===== config.mk =====
export PLATFORM = sky130hd
export DESIGN_NAME = obj_scroll_multi
export DESIGN_NICKNAME = d
export VERILOG_FILES = /design/src/rtl/obj_scroll_pkg.sv /design/src/rtl/obj_scroll_chan.sv /design/src/rtl/obj_scroll_multi.sv
export SDC_FILE = /design/constraint.sdc
export NUM_CORES = 1
export LEC_CHECK = 0
export ABC_AREA = 1
export CAP_MARGIN = 20
export CORE_AREA = 2 2 102 104
export DETAILED_ROUTE_END_ITERATION = 10
export DIE_AREA = 0 0 104 106
export PLACE_DENSITY = 0.89
export SLEW_MARGIN = 20
export SYNTH_ARGS = -nofsm -noshare
export SYNTH_HDL_FRONTEND = slang
export SYNTH_HIERARCHICAL = 1
export SYNTH_SLANG_ARGS = --single-unit

===== constraint.sdc =====
create_clock -name clk -period 1.98 [get_ports clk]
set_clock_uncertainty 0.1 [all_clocks]
set_input_delay 0.297 -clock clk [delete_from_list [all_inputs] [get_ports clk]]
set_output_delay 0.297 -clock clk [all_outputs]
set_load 0.01 [all_outputs]

===== src/rtl/obj_scroll_pkg.sv =====
// Shared definitions for the multi-channel object scroller: state codes,
// lane decode, channel FSM states and default geometry constants.
package obj_scroll_pkg;

    localparam logic [2:0] ST_UP_A = 3'd1;
    localparam logic [2:0] ST_DN_A = 3'd2;
    localparam logic [2:0] ST_DN_B = 3'd5;
    localparam logic [2:0] ST_UP_B = 3'd6;

    localparam int DEF_LANE_UP_V = 60;
    localparam int DEF_LANE_DN_V = 300;
    localparam int DEF_HIDE_V    = 500;
    localparam int DEF_OBJ_W     = 30;
    localparam int DEF_OBJ_H     = 30;

    typedef enum logic {MOVE, HOLD} chan_state_e;

    typedef enum logic [1:0] {LANE_UP, LANE_DN, LANE_HIDE} lane_e;

    function automatic lane_e lane_decode(input logic [2:0] code);
        lane_e lane;
        case (code)
            ST_UP_A, ST_UP_B: lane = LANE_UP;
            ST_DN_A, ST_DN_B: lane = LANE_DN;
            default:          lane = LANE_HIDE;
        endcase
        return lane;
    endfunction

endpackage


===== src/rtl/obj_scroll_chan.sv =====
// One scroller channel: horizontal position, MOVE/HOLD FSM with respawn hold
// counter, registered lane position, visibility and wrap pulse.
module obj_scroll_chan
    import obj_scroll_pkg::*;
#(
    parameter int HW         = 10,
    parameter int SCREEN_W   = 850,
    parameter int H_INIT     = 0,
    parameter int SPEED_W    = 3,
    parameter int HOLD_TICKS = 2,
    parameter int LANE_UP_V  = DEF_LANE_UP_V,
    parameter int LANE_DN_V  = DEF_LANE_DN_V,
    parameter int HIDE_V     = DEF_HIDE_V
) (
    input  logic               clk,
    input  logic               rst_n,
    input  logic               step,
    input  logic [SPEED_W-1:0] speed,
    input  logic [2:0]         code,
    output logic [HW-1:0]      h,
    output logic [HW-1:0]      v,
    output logic               visible,
    output logic               wrap_pulse
);

    localparam int CNT_W = (HOLD_TICKS < 2) ? 1 : $clog2(HOLD_TICKS + 1);
    localparam logic [HW-1:0]    H_MAX     = HW'(SCREEN_W - 1);
    localparam logic [HW-1:0]    H_RST     = HW'(H_INIT);
    localparam logic [CNT_W-1:0] HOLD_INIT = CNT_W'(HOLD_TICKS);

    chan_state_e      state, state_nxt;
    logic [CNT_W-1:0] cnt, cnt_nxt;
    logic [HW-1:0]    h_nxt, v_nxt, spd_ext;
    logic             vis_nxt, wrap_nxt;
    lane_e            lane;

    assign spd_ext = HW'(speed);
    assign lane    = lane_decode(code);

    // NOTE: every output of this block gets a default first, so no path can leave a latch.
    always_comb begin
        state_nxt = state;
        h_nxt     = h;
        cnt_nxt   = cnt;
        wrap_nxt  = 1'b0;
        if (step) begin
            case (state)
                MOVE: begin
                    if (h >= spd_ext) begin
                        h_nxt = h - spd_ext;
                    end else begin
                        h_nxt    = H_MAX;
                        wrap_nxt = 1'b1;
                        if (HOLD_TICKS != 0) begin
                            state_nxt = HOLD;
                            cnt_nxt   = HOLD_INIT;
                        end
                    end
                end
                HOLD: begin
                    h_nxt   = H_MAX;
                    cnt_nxt = cnt - CNT_W'(1);
                    if (cnt == CNT_W'(1)) state_nxt = MOVE;
                end
                default: state_nxt = MOVE;
            endcase
        end

        // Lane follows the state being entered so v/visible line up with h.
        v_nxt   = HW'(HIDE_V);
        vis_nxt = 1'b0;
        if (state_nxt == MOVE) begin
            case (lane)
                LANE_UP: begin v_nxt = HW'(LANE_UP_V); vis_nxt = 1'b1; end
                LANE_DN: begin v_nxt = HW'(LANE_DN_V); vis_nxt = 1'b1; end
                default: begin v_nxt = HW'(HIDE_V);    vis_nxt = 1'b0; end
            endcase
        end
    end

    // NOTE: state registers use non-blocking assignments so all flops update from pre-edge values.
    always_ff @(posedge clk or negedge rst_n) begin
        if (!rst_n) begin
            state      <= MOVE;
            cnt        <= '0;
            h          <= H_RST;
            v          <= HW'(HIDE_V);
            visible    <= 1'b0;
            wrap_pulse <= 1'b0;
        end else begin
            state      <= state_nxt;
            cnt        <= cnt_nxt;
            h          <= h_nxt;
            v          <= v_nxt;
            visible    <= vis_nxt;
            wrap_pulse <= wrap_nxt;
        end
    end

endmodule


===== src/rtl/obj_scroll_multi.sv =====
// N_OBJ-channel object scroller with reset stagger and constant size outputs.
// Define OBJ_SCROLL_WRAP_COUNT_EN to build the saturating 16-bit wrap counter.
module obj_scroll_multi
    import obj_scroll_pkg::*;
#(
    parameter int N_OBJ      = 4,
    parameter int HW         = 10,
    parameter int SCREEN_W   = 850,
    parameter int SPACING    = 212,
    parameter int SPEED_W    = 3,
    parameter int HOLD_TICKS = 2,
    parameter int LANE_UP_V  = DEF_LANE_UP_V,
    parameter int LANE_DN_V  = DEF_LANE_DN_V,
    parameter int HIDE_V     = DEF_HIDE_V,
    parameter int OBJ_W      = DEF_OBJ_W,
    parameter int OBJ_H      = DEF_OBJ_H
) (
    input  logic                  clk,
    input  logic                  rst_n,
    input  logic                  tick,
    input  logic                  run,
    input  logic [SPEED_W-1:0]    speed,
    input  logic [3*N_OBJ-1:0]    obj_state,
    output logic [HW*N_OBJ-1:0]   obj_h,
    output logic [HW*N_OBJ-1:0]   obj_v,
    output logic [N_OBJ-1:0]      obj_visible,
    output logic [N_OBJ-1:0]      wrap_pulse,
    output logic [HW-1:0]         obj_w,
    output logic [HW-1:0]         obj_h_size,
    output logic [15:0]           wrap_cnt
);

    logic step;
    assign step = tick & run;

    if (SCREEN_W - 1 >= (1 << HW)) begin : g_width_check
        $error("obj_scroll_multi: SCREEN_W-1 does not fit in HW bits");
    end

    for (genvar i = 0; i < N_OBJ; i++) begin : g_chan
        obj_scroll_chan #(
            .HW         (HW),
            .SCREEN_W   (SCREEN_W),
            .H_INIT     ((i * SPACING) % SCREEN_W),
            .SPEED_W    (SPEED_W),
            .HOLD_TICKS (HOLD_TICKS),
            .LANE_UP_V  (LANE_UP_V),
            .LANE_DN_V  (LANE_DN_V),
            .HIDE_V     (HIDE_V)
        ) u_chan (
            .clk        (clk),
            .rst_n      (rst_n),
            .step       (step),
            .speed      (speed),
            .code       (obj_state[3*i +: 3]),
            .h          (obj_h[HW*i +: HW]),
            .v          (obj_v[HW*i +: HW]),
            .visible    (obj_visible[i]),
            .wrap_pulse (wrap_pulse[i])
        );
    end

    assign obj_w      = HW'(OBJ_W);
    assign obj_h_size = HW'(OBJ_H);

`ifdef OBJ_SCROLL_WRAP_COUNT_EN
    // Simultaneous wraps all count; the 17th bit flags saturation.
    logic [16:0] wrap_sum;

    always_comb begin
        wrap_sum = {1'b0, wrap_cnt};
        for (int i = 0; i < N_OBJ; i++) begin
            wrap_sum = wrap_sum + 17'(wrap_pulse[i]);
        end
    end

    always_ff @(posedge clk or negedge rst_n) begin
        if (!rst_n) wrap_cnt <= '0;
        else        wrap_cnt <= wrap_sum[16] ? 16'hFFFF : wrap_sum[15:0];
    end
`else
    assign wrap_cnt = '0;
`endif

endmodule


### Word-level counts from Yosys, hierarchy flattened

Index checks and enable logic that the tools add are counted.

* order comparisons: 4
* mux-type cells: 60
* add/subtract/negate cells: 8
* equal/unequal tests: 28
* reduce and logical (&&, ||, !) cells: 20
* bitwise logic cells: 5

Operators with widths (number)
* 2-to-1 mux 10 bit: 8
* one-hot mux 10 bit (2 select lines): 4
* one-hot mux 9 bit (2 select lines): 4
* greater-or-equal comparator 10 x 3 -> 1 bit: 4
* subtractor 10 x 3 -> 10 bit: 4
* one-hot mux 2 bit (2 select lines): 8
* 2-to-1 mux 1 bit: 28
* == test 3 bit (second input constant): 8
* OR reduction 2 bit: 12
* == test 2 x 1 -> 1 bit (second input constant): 8
* == test 3 x 1 -> 1 bit (second input constant): 4
* == test 3 x 2 -> 1 bit (second input constant): 4
* zero test 2 bit: 4
* 2-to-1 mux 2 bit: 4
* != test 2 bit (second input constant): 4
* one-hot mux 1 bit (2 select lines): 4
* AND reduction 2 bit: 4
* subtractor 2 x 1 -> 2 bit (second input constant): 4
* NOT 1 bit: 4
* AND 1 bit: 1

* bits in registers: 100

### Logic depth before layout (Yosys ltp)

* word-level depth: 7
* gate-level depth with buffers: 12

### Modules after synthesis

The synthesis kept the hierarchy.

By module, submodules not included
* obj_scroll_chan at g_chan[1].u_chan ...: cells an instance 143, area each 1097.3 um^2, sequential area each 459.2 um^2, times used 2
* obj_scroll_chan at g_chan[3].u_chan: cells an instance 143, area each 1099.8 um^2, sequential area each 461.7 um^2, times used 1
* obj_scroll_chan at g_chan[0].u_chan: cells an instance 143, area each 1092.3 um^2, sequential area each 454.2 um^2, times used 1
* obj_scroll_multi: cells an instance 40, area each 285.3 um^2, sequential area each 0.0 um^2, times used 1

### Worst setup path after synthesis

No wires, ideal clock.

* path kind: register -> register
* start point: reg g_chan[0].u_chan.h[0]
* end point: reg g_chan[0].u_chan.cnt[0]
* cell stages (with the launch flop): 13
* slack: 104 ps
* arrival: 1660 ps
* setup time: 116 ps
* clock period less this slack: 1876 ps
* cell sequence: dfrtp_1 -> inv_1 -> ha_1 -> inv_1 -> fa_1 -> nand2_1 -> nand3_1 -> nor2_1 -> nand2_2 -> nand2_4 -> nand2_4 -> nand2_1 -> nand2_1

* cells in the longest elaborated chain, start to end: 3

RTL lines
* from (decl): line obj_scroll_chan.sv:20 `output logic [HW-1:0] h,`
* from (signal assigned): line obj_scroll_chan.sv:93 `h <= h_nxt;`
* greater-or-equal comparator 10 x 3 -> 1 bit: line obj_scroll_chan.sv:49 `if (h >= spd_ext) begin`
* != test 2 bit (no line)
* AND reduction 2 bit (no line)
* to (signal assigned): line obj_scroll_chan.sv:92 `cnt <= cnt_nxt;`
* to (decl): line obj_scroll_chan.sv:32 `logic [CNT_W-1:0] cnt, cnt_nxt;`

No other way between the ends.
A chain may end at the register's enable or synchronous reset.

### Final worst setup path

* start point: reg g_chan[3].u_chan.h[0]
* end point: reg g_chan[3].u_chan.cnt[0]

* cells in the longest elaborated chain, start to end: 3

RTL lines (line)
* from (decl): obj_scroll_chan.sv:20
* from (signal assigned): obj_scroll_chan.sv:93
* greater-or-equal comparator 10 x 3 -> 1 bit: obj_scroll_chan.sv:49
* != test 2 bit (no line)
* AND reduction 2 bit (no line)
* to (signal assigned): obj_scroll_chan.sv:92
* to (decl): obj_scroll_chan.sv:32

No other way between the ends.

==> summary.txt <==
CP max FO: 8
Residual DRC: 0
Critical Path AT: 2.15 ns
Clock sink count: 72
Status: complete, but fails checks
Max frequency: 497 MHz
Max VDD drop: 0.513 mV
Tot GR Track Use: 17.7%
Clock transition at path regs: 0.07 ns
Die Y: 106 um
Critical Path End Type: flop
I/O Buffers: 86
Post-synth top cells: 153 x nand2_1, 77 x inv_1, 64 x buf_4, 64 x nor2_1, 46 x dfrtp_1
Met1 GRT Util: 20.9%
Setup_tns: -0.0896 ns
Top cells by area, synth: dfrtp_1 25%, dfstp_2 15%, nand2_1 12%
Fin. Hold Viols: 0
H-tree depth: 3
Final worst-path cycle share: 102%
Most frequent cell after synthesis: nand2_1
Cells after synthesis: 612
Die W: 104 um
PwrDens: 1360 mW/mm^2
Largest net degree at the start of global routing: 73
Top_reg_cell synth: dfrtp_1
Hpwl dp: 7270 um
Failing checks: setup timing
Syn avg cell area: 7.63 um^2
Overflow after GRT: 0
Placeable Area: 0.0100 mm^2
# IOs: 143
Clk Latency, worst-skew pair: 0.34 ns
CTS tree: yes
GRT met2 Usage: 31.3%
Number of synthesized flops with an enable pin: 0
Ant. Diodes: 0
Row cnt: 37
Critical Path Source Type: flop
Wire per inst: 11.6 um
Ys async rst share: 100%
Nets@finish: 772
Crit Path Category: reg -> reg
Synthesized area: 0.00467 mm^2
Min Tclk post-route: 2.01 ns
Register area: 0.00183 mm^2
Grt peak-use layer: met2
Routed WL: 10100 um
Avg Vias per Cell: 4.53
Routability Congestion: 0.900
Flops & latches, synth: 72
RSZ-0062 raised after global routing: true
Hold WS: 0.383 ns
Register area share after synthesis: 39.3%
Syn. warnings: 6
Final WS setup: -0.0331 ns
Synth cell types: 26
ANT nets after route: 0
Met3 GRT Util: 4.48%
Core Util, Final: 61.2%
Area occupied by multi-input gates: 0.00234 mm^2
CP Data Required Time: 2.11 ns
First-pass GRT wire length: 16000 um
Yosys top cell area share: 24.6%
Area Growth Syn to Fin: 31.1%
Antenna violations before repair: 0
Post-synth top area cell: dfrtp_1
CTS buffer count: 9
Vias in the first global route: 3668
Filler instances: 847
Starting Density: 46.7%
Pins over their slew limit: 0
Die ar.: 0.0110 mm^2
Max Cap Viol: 0
Worst min path class: reg -> reg
Pre-CTS WS: -0.514 ns
CTS max path bufs: 2
Leak: 2.95 nW
Initial DRT Pass Iterations: 4
Clk root buf: clkbuf_8
Setup violations, final: 6
Vias: 3957
DR iter-0 viols: 151
Share of cells above drive strength 1: 23.4%
==> worst max-delay path, stage by stage (launching register included) <==
cell     delay [ns]
dfrtp_1        0.40
inv_2          0.07
ha_4           0.14
inv_4          0.04
fa_2           0.39
nand2_2        0.10
nand3_2        0.09
nor2_2         0.14
nand2_2        0.11
nand2_4        0.13
nand2_8        0.08
nand2_2        0.06
nand2_1        0.04
==> layout by cell type, fill, tap and decap left out, types with 3 or more instances in the layout <==
cell	n
a21oi_1	13
a21oi_2	3
buf_12	3
buf_4	41
clkbuf_1	3
clkbuf_8	10
clkdlybuf4s50_1	82
clkinv_1	4
conb_1	56
dfrtp_1	46
dfstp_2	26
fa_2	4
ha_1	12
inv_1	70
inv_2	14
nand2_1	138
nand2_2	22
nand2_4	6
nand2_8	3
nand3_1	33
nand3_2	3
nand4_1	4
nor2_1	58
nor2_2	10
nor2_4	4
nor3_2	4
o21ai_0	20
o21ai_1	6
o21ai_2	5
o21bai_1	4
or2_2	4
xor2_1	12
==> area by class of cell <==
class | instances | area share (%)
inverter | 89 | 5.50
multi-input combinational | 429 | 38.2
clock buffer | 13 | 2.43
clock inverter | 3 | 0.695
tap | 136 | 2.78
timing repair buffer | 132 | 20.4
sequential | 72 | 29.9
==> metrics by stage <==
step	cell area (um^2)	cells	power (mW)
finish	6120	874	8.31
global route	6120	874	9.00
CTS	5870	864	7.97
detailed placement	5670	847	6.79
global placement	5670	847	6.67
floorplan	4840	658	5.04
==> flip-flops by register name (all words and copies together) (netlist names) <==
name / count
g_chan.u_chan/v: 12
g_chan.u_chan/state: 4
g_chan.u_chan/cnt: 8
g_chan.u_chan/h: 40
g_chan.u_chan/visible: 4
g_chan.u_chan/wrap_pulse: 4
==> cells by family after synthesis <==
logic type	Yosys count	share of synthesized area, %
AOI/OAI and AO/OA	52	6.11
xor gates and xnor gates	12	2.25
other	10	0.804
adders and majority gates	20	6.00
buffers and inverters	157	17.9
and+or+nand+nor	289	27.7
DFF	72	39.3
==> layer usage <==
metal,up-vias,routed length (um)
met5,-,0
met4,0,149
met3,16,485
met2,89,5200
met1,1859,4290
li1,1993,-
==> path summary, 6_finish.rpt <==
kind	startpoint	endpoint	slack, ns	depth (start not counted)
hold / removal	g_chan[1].u_chan/h[2]$_DFFE_PN1P_	g_chan[1].u_chan/h[2]$_DFFE_PN1P_	0.38	2
hold reg to reg	g_chan[1].u_chan/h[2]$_DFFE_PN1P_	g_chan[1].u_chan/h[2]$_DFFE_PN1P_	0.38	2
setup reg to reg	g_chan[3].u_chan/h[0]$_DFFE_PN0P_	g_chan[3].u_chan/cnt[0]$_DFFE_PN0P_	-0.03	12
setup / recovery	g_chan[3].u_chan/h[0]$_DFFE_PN0P_	g_chan[3].u_chan/cnt[0]$_DFFE_PN0P_	-0.03	12
max in group asynchronous	rst_n	g_chan[2].u_chan/h[7]$_DFFE_PN1P_	1.02	3
min in group asynchronous	rst_n	g_chan[1].u_chan/h[9]$_DFFE_PN0P_	0.42	3
==> power breakdown <==
| group | internal (mW) | leakage, nW | total (mW) | switching, mW |
|---|---|---|---|---|
| Clock | 0.617 | 0.0936 | 1.15 | 0.530 |
| Combinational | 2.14 | 2.03 | 4.34 | 2.21 |
| Sequential | 2.18 | 0.833 | 2.83 | 0.646 |
| Total | 4.93 | 2.95 | 8.31 | 3.38 |
==> repair_timing <==
item,in CTS,in global routing
endpoints found under the hold margin,46,0
setup buffers,0,10
resized for setup,3,54
setup endpoints to repair,57,64
hold buffers,1,0
cloned,0,0
pin swaps,2,18
No activity file was read; power rests on OpenSTA's default activity.
